**src/rtl/acc_req_frontend_pkg.sv**
```systemverilog
// Request/response types exchanged with CVA6 over the accelerator interface.
// Field layout mirrors ariane_pkg so the frontend drops in unchanged.
package acc_req_frontend_pkg;

  localparam int unsigned XLEN        = 64;
  localparam int unsigned TransIdBits = 3;

  typedef struct packed {
    logic [31:0]            insn;
    logic [XLEN-1:0]        rs1;
    logic [XLEN-1:0]        rs2;
    logic [TransIdBits-1:0] trans_id;
    logic                   store_pending;
  } accelerator_req_t;

  typedef struct packed {
    logic [XLEN-1:0]        result;
    logic [TransIdBits-1:0] trans_id;
    logic                   error;
  } accelerator_resp_t;

endpackage

```
**src/rtl/acc_req_frontend_fifo.sv**
```systemverilog
// Generic synchronous FIFO (registered head, no fall-through) with full/empty flags.
module acc_req_fifo #(
  parameter type         T     = logic,
  parameter int unsigned Depth = 4
) (
  input  logic clk_i,
  input  logic rst_i,
  input  logic push_i,
  input  T     data_i,
  input  logic pop_i,
  output T     data_o,
  output logic full_o,
  output logic empty_o
);

  localparam int unsigned PtrW = (Depth > 1) ? $clog2(Depth) : 1;

  T                mem [Depth];
  logic [PtrW-1:0] wr_ptr_q;
  logic [PtrW-1:0] rd_ptr_q;
  logic [PtrW:0]   count_q;
  logic            do_push;
  logic            do_pop;

  assign full_o  = (count_q == (PtrW + 1)'(Depth));
  assign empty_o = (count_q == '0);
  assign do_push = push_i && !full_o;
  assign do_pop  = pop_i && !empty_o;

  // Storage is not reset, so the head is forced to zero while empty.
  assign data_o  = empty_o ? T'('0) : mem[rd_ptr_q];

  always_ff @(posedge clk_i) begin
    if (rst_i) begin
      wr_ptr_q <= '0;
      rd_ptr_q <= '0;
      count_q  <= '0;
    end else begin
      if (do_push) wr_ptr_q <= wr_ptr_q + PtrW'(1);
      if (do_pop)  rd_ptr_q <= rd_ptr_q + PtrW'(1);
      case ({do_push, do_pop})
        2'b10:   count_q <= count_q + (PtrW + 1)'(1);
        2'b01:   count_q <= count_q - (PtrW + 1)'(1);
        default: count_q <= count_q;
      endcase
    end
  end

  always_ff @(posedge clk_i) begin
    if (!rst_i && do_push) mem[wr_ptr_q] <= data_i;
  end

endmodule

```
**src/rtl/acc_req_frontend.sv**
```systemverilog
// Accelerator receive stage: in-order request FIFO, in-flight limit and
// a one-entry response register back toward CVA6.
module acc_req_frontend
  import acc_req_frontend_pkg::*;
#(
  parameter int unsigned FifoDepth      = 4,
  parameter int unsigned MaxOutstanding = 8,
  parameter int unsigned CntWidth       = $clog2(MaxOutstanding + 1)
) (
  input  logic                clk_i,
  input  logic                rst_i,
  input  accelerator_req_t    req_i,
  input  logic                req_valid_i,
  output logic                req_ready_o,
  output accelerator_req_t    core_req_o,
  output logic                core_req_valid_o,
  input  logic                core_req_ready_i,
  input  accelerator_resp_t   core_resp_i,
  input  logic                core_resp_valid_i,
  output logic                core_resp_ready_o,
  output accelerator_resp_t   resp_o,
  output logic                resp_valid_o,
  input  logic                resp_ready_i,
  output logic [CntWidth-1:0] outstanding_o,
  output logic                idle_o
);

  localparam logic [CntWidth-1:0] MaxCnt = CntWidth'(MaxOutstanding);

  logic              fifo_full;
  logic              fifo_empty;
  logic              push;
  logic              pop;
  logic              resp_hs;
  logic              resp_load;
  logic [CntWidth-1:0] cnt_q;
  logic [CntWidth-1:0] cnt_d;
  accelerator_resp_t resp_q;
  logic              resp_valid_q;

  assign req_ready_o      = !fifo_full && (cnt_q < MaxCnt);
  assign push             = req_valid_i && req_ready_o;
  assign core_req_valid_o = !fifo_empty;
  assign pop              = core_req_valid_o && core_req_ready_i;

  acc_req_fifo #(
    .T     (accelerator_req_t),
    .Depth (FifoDepth)
  ) u_fifo (
    .clk_i   (clk_i),
    .rst_i   (rst_i),
    .push_i  (push),
    .data_i  (req_i),
    .pop_i   (pop),
    .data_o  (core_req_o),
    .full_o  (fifo_full),
    .empty_o (fifo_empty)
  );

  assign resp_hs           = resp_valid_q && resp_ready_i;
  assign core_resp_ready_o = !resp_valid_q || resp_ready_i;
  assign resp_load         = core_resp_valid_i && core_resp_ready_o;

  // Decrement saturates at zero; a handshake there is a protocol error.
  always_comb begin
    cnt_d = cnt_q;
    case ({push, resp_hs})
      2'b10:   cnt_d = cnt_q + CntWidth'(1);
      2'b01:   cnt_d = (cnt_q == '0) ? '0 : cnt_q - CntWidth'(1);
      default: cnt_d = cnt_q;
    endcase
  end

  always_ff @(posedge clk_i) begin
    if (rst_i) begin
      cnt_q        <= '0;
      resp_q       <= '0;
      resp_valid_q <= 1'b0;
    end else begin
      cnt_q <= cnt_d;
      if (resp_load) begin
        resp_q       <= core_resp_i;
        resp_valid_q <= 1'b1;
      end else if (resp_hs) begin
        resp_valid_q <= 1'b0;
      end
    end
  end

  always_ff @(posedge clk_i) begin
    if (!rst_i) begin
      assert (!(resp_hs && (cnt_q == '0)))
        else $error("acc_req_frontend: response handshake with no outstanding request");
    end
  end

  assign resp_o        = resp_q;
  assign resp_valid_o  = resp_valid_q;
  assign outstanding_o = cnt_q;
  assign idle_o        = fifo_empty && (cnt_q == '0) && !resp_valid_q;

endmodule

```
**config.mk**
```make
export PLATFORM = sky130hd
export DESIGN_NAME = acc_req_frontend
export DESIGN_NICKNAME = d
export VERILOG_FILES = /design/src/rtl/acc_req_frontend_pkg.sv /design/src/rtl/acc_req_frontend_fifo.sv /design/src/rtl/acc_req_frontend.sv
export SDC_FILE = /design/constraint.sdc
export NUM_CORES = 1
export LEC_CHECK = 0
export CAP_MARGIN = 20
export CELL_PAD_IN_SITES_DETAIL_PLACEMENT = 0
export CELL_PAD_IN_SITES_GLOBAL_PLACEMENT = 1
export CORE_UTILIZATION = 40
export CTS_CLUSTER_SIZE = 16
export DETAILED_ROUTE_END_ITERATION = 16
export PLACE_DENSITY_LB_ADDON = 0.3
export SETUP_SLACK_MARGIN = 0.2
export SLEW_MARGIN = 10
export SYNTH_ARGS = -nofsm -noshare
export SYNTH_HDL_FRONTEND = slang
export SYNTH_HIERARCHICAL = 1
export SYNTH_SLANG_ARGS = --single-unit
```
**constraint.sdc**
```tcl
create_clock -name clk_i -period 24.7 [get_ports clk_i]
set_clock_uncertainty 0.1 [all_clocks]
set_input_delay 4.94 -clock clk_i [delete_from_list [all_inputs] [get_ports clk_i]]
set_output_delay 4.94 -clock clk_i [all_outputs]
set_load 0.005 [all_outputs]
```
==> flow_summary.json, run 1 <==
{
  "status": "complete, no violations",
  "holdWs_ns": 0.3607,
  "initial_core_util_pct": 40.45,
  "crit_buf_inv": 5,
  "slowest_stage": "clkdlybuf4s50_1",
  "cts_tree": "built",
  "place_congestion": 0.7204,
  "clk_pin_slew_ns": 0.06,
  "place_area_um2": 33920,
  "fin_area_um2": 36690,
  "post-cts-setup-buffers": 0,
  "crit_fanout": 70,
  "slew_viol_final": 0,
  "synth_seq_cells": 738,
  "cts_max_level": 3,
  "synth_top_family_by_area": "multiplexers",
  "cts_buffers": 81,
  "ant_nets": 0,
  "synthTopCellsByArea": "edfxtp_1, mux4_2, dfxtp_1",
  "p_seq_share_pct": 41.2,
  "avgSynthCellArea_um2": 19.56,
  "drc": 0,
  "hold_path_class": "flop to flop",
  "grt_antenna_before_repair": 13,
  "power_density_nw_per_um2": 96.73,
  "seq_area_frac_synth_pct": 75.34,
  "core-area_um2": 70030,
  "dp_slack_ns": 12.46,
  "grt_max_degree": 155,
  "layout_commonest_cell": "edfxtp_1",
  "dieArea_um2": 71890,
  "wirelength_um": 64090,
  "fin_nets": 2191,
  "yosys.area_share.simple_pct": 5.508,
  "cts.sinks": 738,
  "yosysTopAreaCellShare_pct": 69.54,
  "postLayoutCoreUtil_pct": 52.39,
  "synth_xor_area_share_pct": 0.09276,
  "syn_inst": 1448,
  "vias_per_cell": 5.081,
  "swShare_pct": 26.05,
  "dp.final_hpwl_um": 37870,
  "grt_pass1_wl_um": 94470,
  "slew-limit-headroom_pct": 24.96,
  "async_flop_share_pct": 0,
  "p_int_mw": 2.624,
  "start_kind": "primary input",
  "synth.distinct_cells": 41,
  "finalPower_mw": 3.549,
  "grt.overflow.total": 0,
  "worst_slack_ns": 12.46,
  "critPathRequiredTime_ns": 19.66,
  "critical_path_class": "primary input to output pin",
  "first_pass_iters": 4,
  "grt_pass1_vias": 15360,
  "dieWidth_um": 268.1,
  "cpLargestDelayFamily": "buffers and inverters",
  "cts_resized": 0,
  "drive_gt1_share_pct": 17.16,
  "cts.path.max_buffers": 3,
  "rsz0062_at_grt": "false",
  "pwr-share-comb_pct": 24.9,
  "cp.arrival_ns": 7.20,
  "cp_slowest_stage_delay_ns": 0.63,
  "vias": 15005,
  "yosysWarnings": 6,
  "max_cap_violations": 0,
  "synth_fa_ha_area_share_pct": 0.4240,
  "layout_common_cells": "edfxtp_1, clkdlybuf4s50_1, nor2b_1",
  "synth_edf_count": 656,
  "syn_nets": 1695,
  "tightest_slew_ns": 1.126,
  "synth_top_area_cell": "edfxtp_1",
  "track_usage_pct": 17.52,
  "port_buffers": 478,
  "period_share_pct": 49.54,
  "power.leakage_nw": 11.54,
  "clock_latency_ns": 0.62,
  "clock.fmax_ghz": 0.08173,
  "fin_crit_ns": 12.24,
  "hold_buffers": 0,
  "root_buffer": "clkbuf_16",
  "synth_top_flop_cell": "edfxtp_1",
  "path_cells": "clkdlybuf4s50_1 -> nor2b_4 -> buf_4 -> inv_2 -> buf_4 -> clkdlybuf4s50_1",
  "finalSetupViolCount": 0,
  "cp-end-kind": "output pin",
  "vdd_drop_max_uv": 135.8,
  "pwr-share-clk_pct": 33.9,
  "layout.cells.non_filler": 2953,
  "muxShareOfSynthArea_pct": 13.11,
  "rows": 97,
  "fp.dieH_um": 268.1,
  "wire_per_inst_um": 21.70,
  "synth_compound_area_share_pct": 3.180,
  "area_delta_synth_final_pct": 29.51,
  "syn-cell-area_um2": 28330,
  "p_switching_mw": 0.9243,
  "io-pin-count": 479,
  "place_inst": 2800,
  "hold_viol": 0,
  "tns_ns": 0,
  "initialDrtViolationCount": 777
}
-- kinds of logic (layout without fill, tap and decap cells) --
kind of cell	Yosys count	count (layout)
flip-flops	738	738
AND/OR/NAND/NOR	266	266
AO/OA/AOI/OAI	158	158
other	0	2
multiplexers	166	166
XOR/XNOR	3	3
buffers and inverters	108	671
adder cells (fa/ha/maj)	9	9
-- power groups by stage --
| stage | clock network [mW] | registers [mW] | logic, mW |
|---|---|---|---|
| final | 1.20 | 1.46 | 0.885 |
| after CTS | 1.24 | 1.46 | 0.910 |
| after global routing | 1.28 | 1.47 | 0.953 |
| after floorplan | 0 | 1.50 | 0.417 |
| after global placement | 0 | 1.49 | 0.906 |
| after detailed placement | 0 | 1.49 | 0.905 |
-- area by class of cell --
| type | instances | area (µm²) |
|---|---|---|
| Multi-Input combinational cell | 602 | 6346 |
| Sequential cell | 738 | 21350 |
| Clock inverter | 45 | 531.8 |
| Antenna cell | 2 | 5.005 |
| Fill cell | 5646 | 33340 |
| Timing Repair Buffer | 507 | 5025 |
| Tap cell | 940 | 1176 |
| Inverter | 14 | 55.05 |
| Clock buffer | 105 | 2198 |
-- worst reg2reg max path, delay by kind of cell (launching register included) --
kind / cells / cell delay, ns
buffers and inverters: 3 / 1.28
DFF: 1 / 0.44
and+or+nand+nor: 5 / 0.95
-- synthesized netlist by cell type, types with 2 or more instances --
| master | number |
|---|---|
| nor2_1 | 9 |
| nand2_1 | 3 |
| mux4_2 | 164 |
| mux2i_1 | 2 |
| buf_6 | 19 |
| nand3_1 | 69 |
| nor3_1 | 3 |
| nand2b_1 | 4 |
| clkbuf_2 | 6 |
| ha_1 | 8 |
| or3_1 | 3 |
| nor3b_1 | 5 |
| a21oi_1 | 57 |
| buf_1 | 2 |
| inv_1 | 12 |
| buf_4 | 4 |
| xor2_1 | 3 |
| dfxtp_1 | 82 |
| a31oi_1 | 2 |
| buf_12 | 2 |
| o21ai_2 | 4 |
| clkbuf_1 | 13 |
| a21oi_2 | 19 |
| buf_2 | 48 |
| nor2b_1 | 166 |
| o21ai_0 | 53 |
| edfxtp_1 | 656 |
| o21ai_1 | 17 |
-- path summary, 6_finish.rpt --
check / to / slack, ns / from / cells past startpoint
setup / recovery: core_resp_ready_o / 12.46 / resp_ready_i / 6
hold / removal: resp_o[21] / 0.36 / resp_o[21] / 2
setup reg to reg: u_fifo/mem[1][148] / 21.42 / u_fifo/count_q[0] / 8
hold reg to reg: resp_o[21] / 0.36 / resp_o[21] / 2
-- sequential cells by signal, summed over array words and instances (netlist names), named ones only --
| signal | cells |
|---|---|
| u_fifo/mem | 656 |
| resp_o | 68 |
| outstanding_o | 4 |
| u_fifo/count_q | 3 |
| u_fifo/rd_ptr_q | 2 |
| u_fifo/wr_ptr_q | 2 |
| resp_valid_o | 1 |
-- layer usage --
| layer | GRT usage [%] | vias up | wire length, µm |
|---|---|---|---|
| met5 | 0 | - | 128 |
| met4 | 5.282 | 20 | 1351 |
| met3 | 5.223 | 109 | 4753 |
| met2 | 29.81 | 404 | 32570 |
| met1 | 21.48 | 7703 | 25290 |
| li1 | - | 6769 | - |
(Power assumes the default switching activity.)
==> run 2, diff against run 1 <==
==> constraint.sdc (replaced) <==
create_clock -name clk_i -period 9.95 [get_ports clk_i]
set_clock_uncertainty 0.1 [all_clocks]
set_input_delay 1.99 -clock clk_i [delete_from_list [all_inputs] [get_ports clk_i]]
set_output_delay 1.99 -clock clk_i [all_outputs]
set_load 0.005 [all_outputs]
==> run 2 against run 1 <==
Utilization fell by 0.26 points; first-iteration DRC count rose by 3.3%; total power is 140% higher; via count down 0.39%.
==> flow_summary.json, run 2 (synthesized netlist as in run 1, its figures left out) <==
{
  "hold_buffers": 0,
  "postLayoutCoreUtil_pct": 52.12,
  "wirelength_um": 64430,
  "rsz0062_at_grt": "false",
  "place_congestion": 0.7512,
  "max_cap_violations": 0,
  "slowest_stage": "clkdlybuf4s50_1",
  "crit_fanout": 70,
  "p_seq_share_pct": 41.9,
  "cp.arrival_ns": 4.27,
  "area_delta_synth_final_pct": 28.86,
  "dp.final_hpwl_um": 37150,
  "critPathRequiredTime_ns": 7.86,
  "hold_path_class": "flop to flop",
  "cts_resized": 0,
  "drc": 0,
  "ant_nets": 0,
  "cts_tree": "built",
  "first_pass_iters": 4,
  "drive_gt1_share_pct": 16.84,
  "start_kind": "primary input",
  "fp.dieH_um": 268.1,
  "hold_viol": 0,
  "io-pin-count": 479,
  "status": "complete, no violations",
  "grt.overflow.total": 0,
  "grt_pass1_vias": 15445,
  "cp_slowest_stage_delay_ns": 0.63,
  "holdWs_ns": 0.3650,
  "core-area_um2": 70030,
  "top_register": "u_fifo/mem",
  "path_cells": "clkdlybuf4s50_1 -> nor2b_4 -> buf_4 -> inv_2 -> buf_4 -> clkdlybuf4s50_1",
  "critical_path_class": "primary input to output pin",
  "cts_max_level": 3,
  "slew-limit-headroom_pct": 31.64,
  "grt_max_degree": 168,
  "vias_per_cell": 5.075,
  "grt_antenna_before_repair": 10,
  "layout_commonest_cell": "edfxtp_1",
  "power_density_nw_per_um2": 237.7,
  "power.leakage_nw": 11.43,
  "clk_pin_slew_ns": 0.06,
  "vdd_drop_max_uv": 189.4,
  "largest_register_ff_count": 656,
  "cts.sinks": 738,
  "clock.fmax_ghz": 0.1572,
  "fin_crit_ns": 6.362,
  "initial_core_util_pct": 40.45,
  "root_buffer": "clkbuf_16",
  "dieWidth_um": 268.1,
  "slew_viol_final": 0,
  "nFillCells": 5698,
  "cts.path.max_buffers": 3,
  "layout_common_cells": "edfxtp_1, clkdlybuf4s50_1, nor2b_1",
  "cp-end-kind": "output pin",
  "p_switching_mw": 2.284,
  "pwr-share-clk_pct": 33.0,
  "cts_buffers": 79,
  "port_buffers": 478,
  "swShare_pct": 26.32,
  "dieArea_um2": 71890,
  "post-cts-setup-buffers": 0,
  "p_int_mw": 6.394,
  "pwr-share-comb_pct": 25.1,
  "wire_per_inst_um": 21.88,
  "rows": 97,
  "fin_nets": 2184,
  "worst_slack_ns": 3.588,
  "tightest_slew_ns": 1.021,
  "dp_slack_ns": 3.591,
  "initialDrtViolationCount": 803,
  "track_usage_pct": 17.68,
  "finalSetupViolCount": 0,
  "clock_latency_ns": 0.62,
  "grt_pass1_wl_um": 94830,
  "period_share_pct": 63.94,
  "vias": 14946,
  "tns_ns": 0
}
## run 2: changes by cell type in the layout (fill, tap and decap cells not counted), moves of 3 or more
cell	before	now
buf_4	27	20
clkbuf_8	6	0
clkbuf_1	17	12
buf_12	1	4
clkinv_1	16	19
clkinv_16	5	2
clkinvlp_4	2	5
inv_16	0	3
## run 2: worst paths after layout
path,endpoint,cells after the start,startpoint,slack [ns]
hold / removal,resp_o[10],2,resp_o[10],0.37
setup / recovery,core_resp_ready_o,6,resp_ready_i,3.59
hold reg to reg,resp_o[10],2,resp_o[10],0.37
setup reg to reg,u_fifo/mem[3][12],8,u_fifo/count_q[0],6.29
## run 2: power groups by stage
stage	Sequential, mW	Combinational (mW)	Clock, mW
final	3.64	2.18	2.86
after global routing	3.66	2.35	3.06
after CTS	3.64	2.25	2.95
after detailed placement	3.71	2.24	0
after global placement	3.70	2.24	0
after floorplan	3.72	1.03	0
## run 2: cell type report
type / instances / area, µm² / share of cell area, %
sequential: 738 / 21350 / 58.49
multi-input combinational: 602 / 6346 / 17.39
timing repair buffer: 502 / 5005 / 13.71
clock buffer: 92 / 2047 / 5.608
tap: 940 / 1176 / 3.222
clock inverter: 53 / 514.2 / 1.409
inverter: 14 / 55.05 / 0.1508
antenna: 4 / 10.01 / 0.02742
## run 2: worst max-delay path: cells and delay by family
kind / cells / cell delay, ns
and+or+nand+nor: 1 / 0.05
buffers and inverters: 5 / 2.20
## run 2: routing by layer
layer	share of wire (%)	routed length [µm]	vias to the layer above	global-route usage, %
met3	8.1	5239	89	5.626
met1	39	25440	7693	21.41
met2	50	32430	404	30.00
met4	1.9	1241	12	5.591
met5	0.11	69	-	0
li1	-	-	6748	-
## run 2: through the flow
step	instances	power [mW]	cell area (µm²)
finish	2945	8.678	36500
global route	2944	9.065	36500
CTS	2940	8.842	36480
detailed placement	2795	5.942	33920
global placement	2795	5.933	33920
floorplan	1448	4.755	28330
==> run 3, diff against run 2 <==
==> constraint.sdc (replaced) <==
create_clock -name clk_i -period 5.6 [get_ports clk_i]
set_clock_uncertainty 0.1 [all_clocks]
set_input_delay 1.12 -clock clk_i [delete_from_list [all_inputs] [get_ports clk_i]]
set_output_delay 1.12 -clock clk_i [all_outputs]
set_load 0.005 [all_outputs]
==> run 3 against run 2 <==
Critical path depth fell by 2; routed wire length rose by 0.56%; total power rose by 78%; highest routed layer unchanged; clock-buffer cell count rose by 12; final cell count rose by 0.24%; sequential share of layout area fell by 0.28 points; first-iteration DRC count fell by 5.9%.
==> flow_summary.json, run 3 (synthesized netlist as in run 1, its figures left out) <==
{
  "root_buffer": "clkbuf_16",
  "finalPower_mw": 15.46,
  "power.leakage_nw": 11.50,
  "track_usage_pct": 17.80,
  "layout_common_cells": "edfxtp_1, clkdlybuf4s50_1, nor2b_1",
  "ant_nets": 0,
  "drive_gt1_share_pct": 16.75,
  "fin_crit_ns": 4.489,
  "cts_buffers": 81,
  "grt_max_degree": 89,
  "wire_per_inst_um": 21.95,
  "clk_pin_slew_ns": 0.06,
  "cp-end-kind": "output pin",
  "cts_tree": "built",
  "start_kind": "flop",
  "rows": 97,
  "finalSetupViolCount": 0,
  "wirelength_um": 64790,
  "cts.sinks": 738,
  "grt_pass1_vias": 15753,
  "layout.cells.non_filler": 2952,
  "grt_antenna_before_repair": 11,
  "rsz0062_at_grt": "false",
  "area_delta_synth_final_pct": 29.47,
  "period_share_pct": 80.17,
  "layout_commonest_cell": "edfxtp_1",
  "vdd_drop_max_uv": 395.4,
  "drc": 0,
  "largest_register_ff_count": 656,
  "postLayoutCoreUtil_pct": 52.37,
  "holdWs_ns": 0.3670,
  "fp.dieH_um": 268.1,
  "cts_resized": 0,
  "clock_latency_ns": 0.61,
  "place_congestion": 0.7278,
  "hold_path_class": "flop to flop",
  "first_pass_iters": 6,
  "hold_buffers": 0,
  "dieWidth_um": 268.1,
  "cp.arrival_ns": 3.27,
  "place_inst": 2797,
  "dp.final_hpwl_um": 38250,
  "vias": 14965,
  "slew-limit-headroom_pct": 37.30,
  "post-cts-setup-buffers": 0,
  "clock.fmax_ghz": 0.2228,
  "slew_viol_final": 0,
  "cts.path.max_buffers": 3,
  "power_density_nw_per_um2": 421.6,
  "initial_core_util_pct": 40.45,
  "io-pin-count": 479,
  "critical_path_class": "flop to output pin",
  "dieArea_um2": 71890,
  "grt_pass1_wl_um": 95700,
  "grt.overflow.total": 0,
  "status": "complete, no violations",
  "vias_per_cell": 5.069,
  "max_cap_violations": 0,
  "top_register": "u_fifo/mem",
  "cts_max_level": 3,
  "port_buffers": 478,
  "hold_viol": 0,
  "initialDrtViolationCount": 756,
  "crit_fanout": 38,
  "tightest_slew_ns": 0.9405,
  "critPathRequiredTime_ns": 4.38,
  "core-area_um2": 70030,
  "fin_nets": 2187
}
## run 3: metrics by stage
stage	instance area [µm²]	setup WS [ns]	TNS, ns
2_1_floorplan	28390	-0.4905	-321.71
6_report	36670	1.111	0
5_1_grt	36670	0.8531	0
3_5_place_dp	34070	1.610	0
3_3_place_gp	34070	1.610	0
4_1_cts	36660	0.9222	0
## run 3: cell type report
| cell class | count | area [µm²] |
|---|---|---|
| sequential | 738 | 21350 |
| multi-input combinational | 602 | 6379 |
| clock inverter | 45 | 451.7 |
| clock buffer | 104 | 2135 |
| tap | 940 | 1176 |
| inverter | 14 | 55.05 |
| antenna | 6 | 15.01 |
| timing repair buffer | 503 | 5115 |
| fill | 5680 | 33350 |
## run 3: power breakdown
| part | switching (mW) | total, mW | internal (mW) |
|---|---|---|---|
| Combinational | 1.74 | 3.88 | 2.14 |
| Sequential | 0.145 | 6.46 | 6.32 |
| Clock | 2.13 | 5.12 | 3.00 |
| Total | 4.01 | 15.5 | 11.4 |
## run 3: worst paths after layout
kind | from | end | slack [ns] | cells past startpoint
worst min-delay path | resp_o[24] | resp_o[24] | 0.37 | 2
worst max-delay path | flop | core_req_o[153] | 1.11 | 4
worst max register to register | u_fifo/count_q[2] | u_fifo/count_q[2] | 2.61 | 11
worst min register to register | resp_o[24] | resp_o[24] | 0.37 | 2
## run 3: layer usage
metal	vias to the layer above	wire [µm]	global-route usage, %
met3	109	4671	5.269
met5	-	97	0
met1	7691	25500	21.80
met4	14	1502	6.208
met2	393	33020	29.96
li1	6758	-	-
## run 3: worst max-delay path: stages, from the launching register on
cell,delay [ns]
dfxtp_4,0.97
buf_4,0.43
mux4_2,0.55
nor2b_1,0.19
clkdlybuf4s50_1,0.51
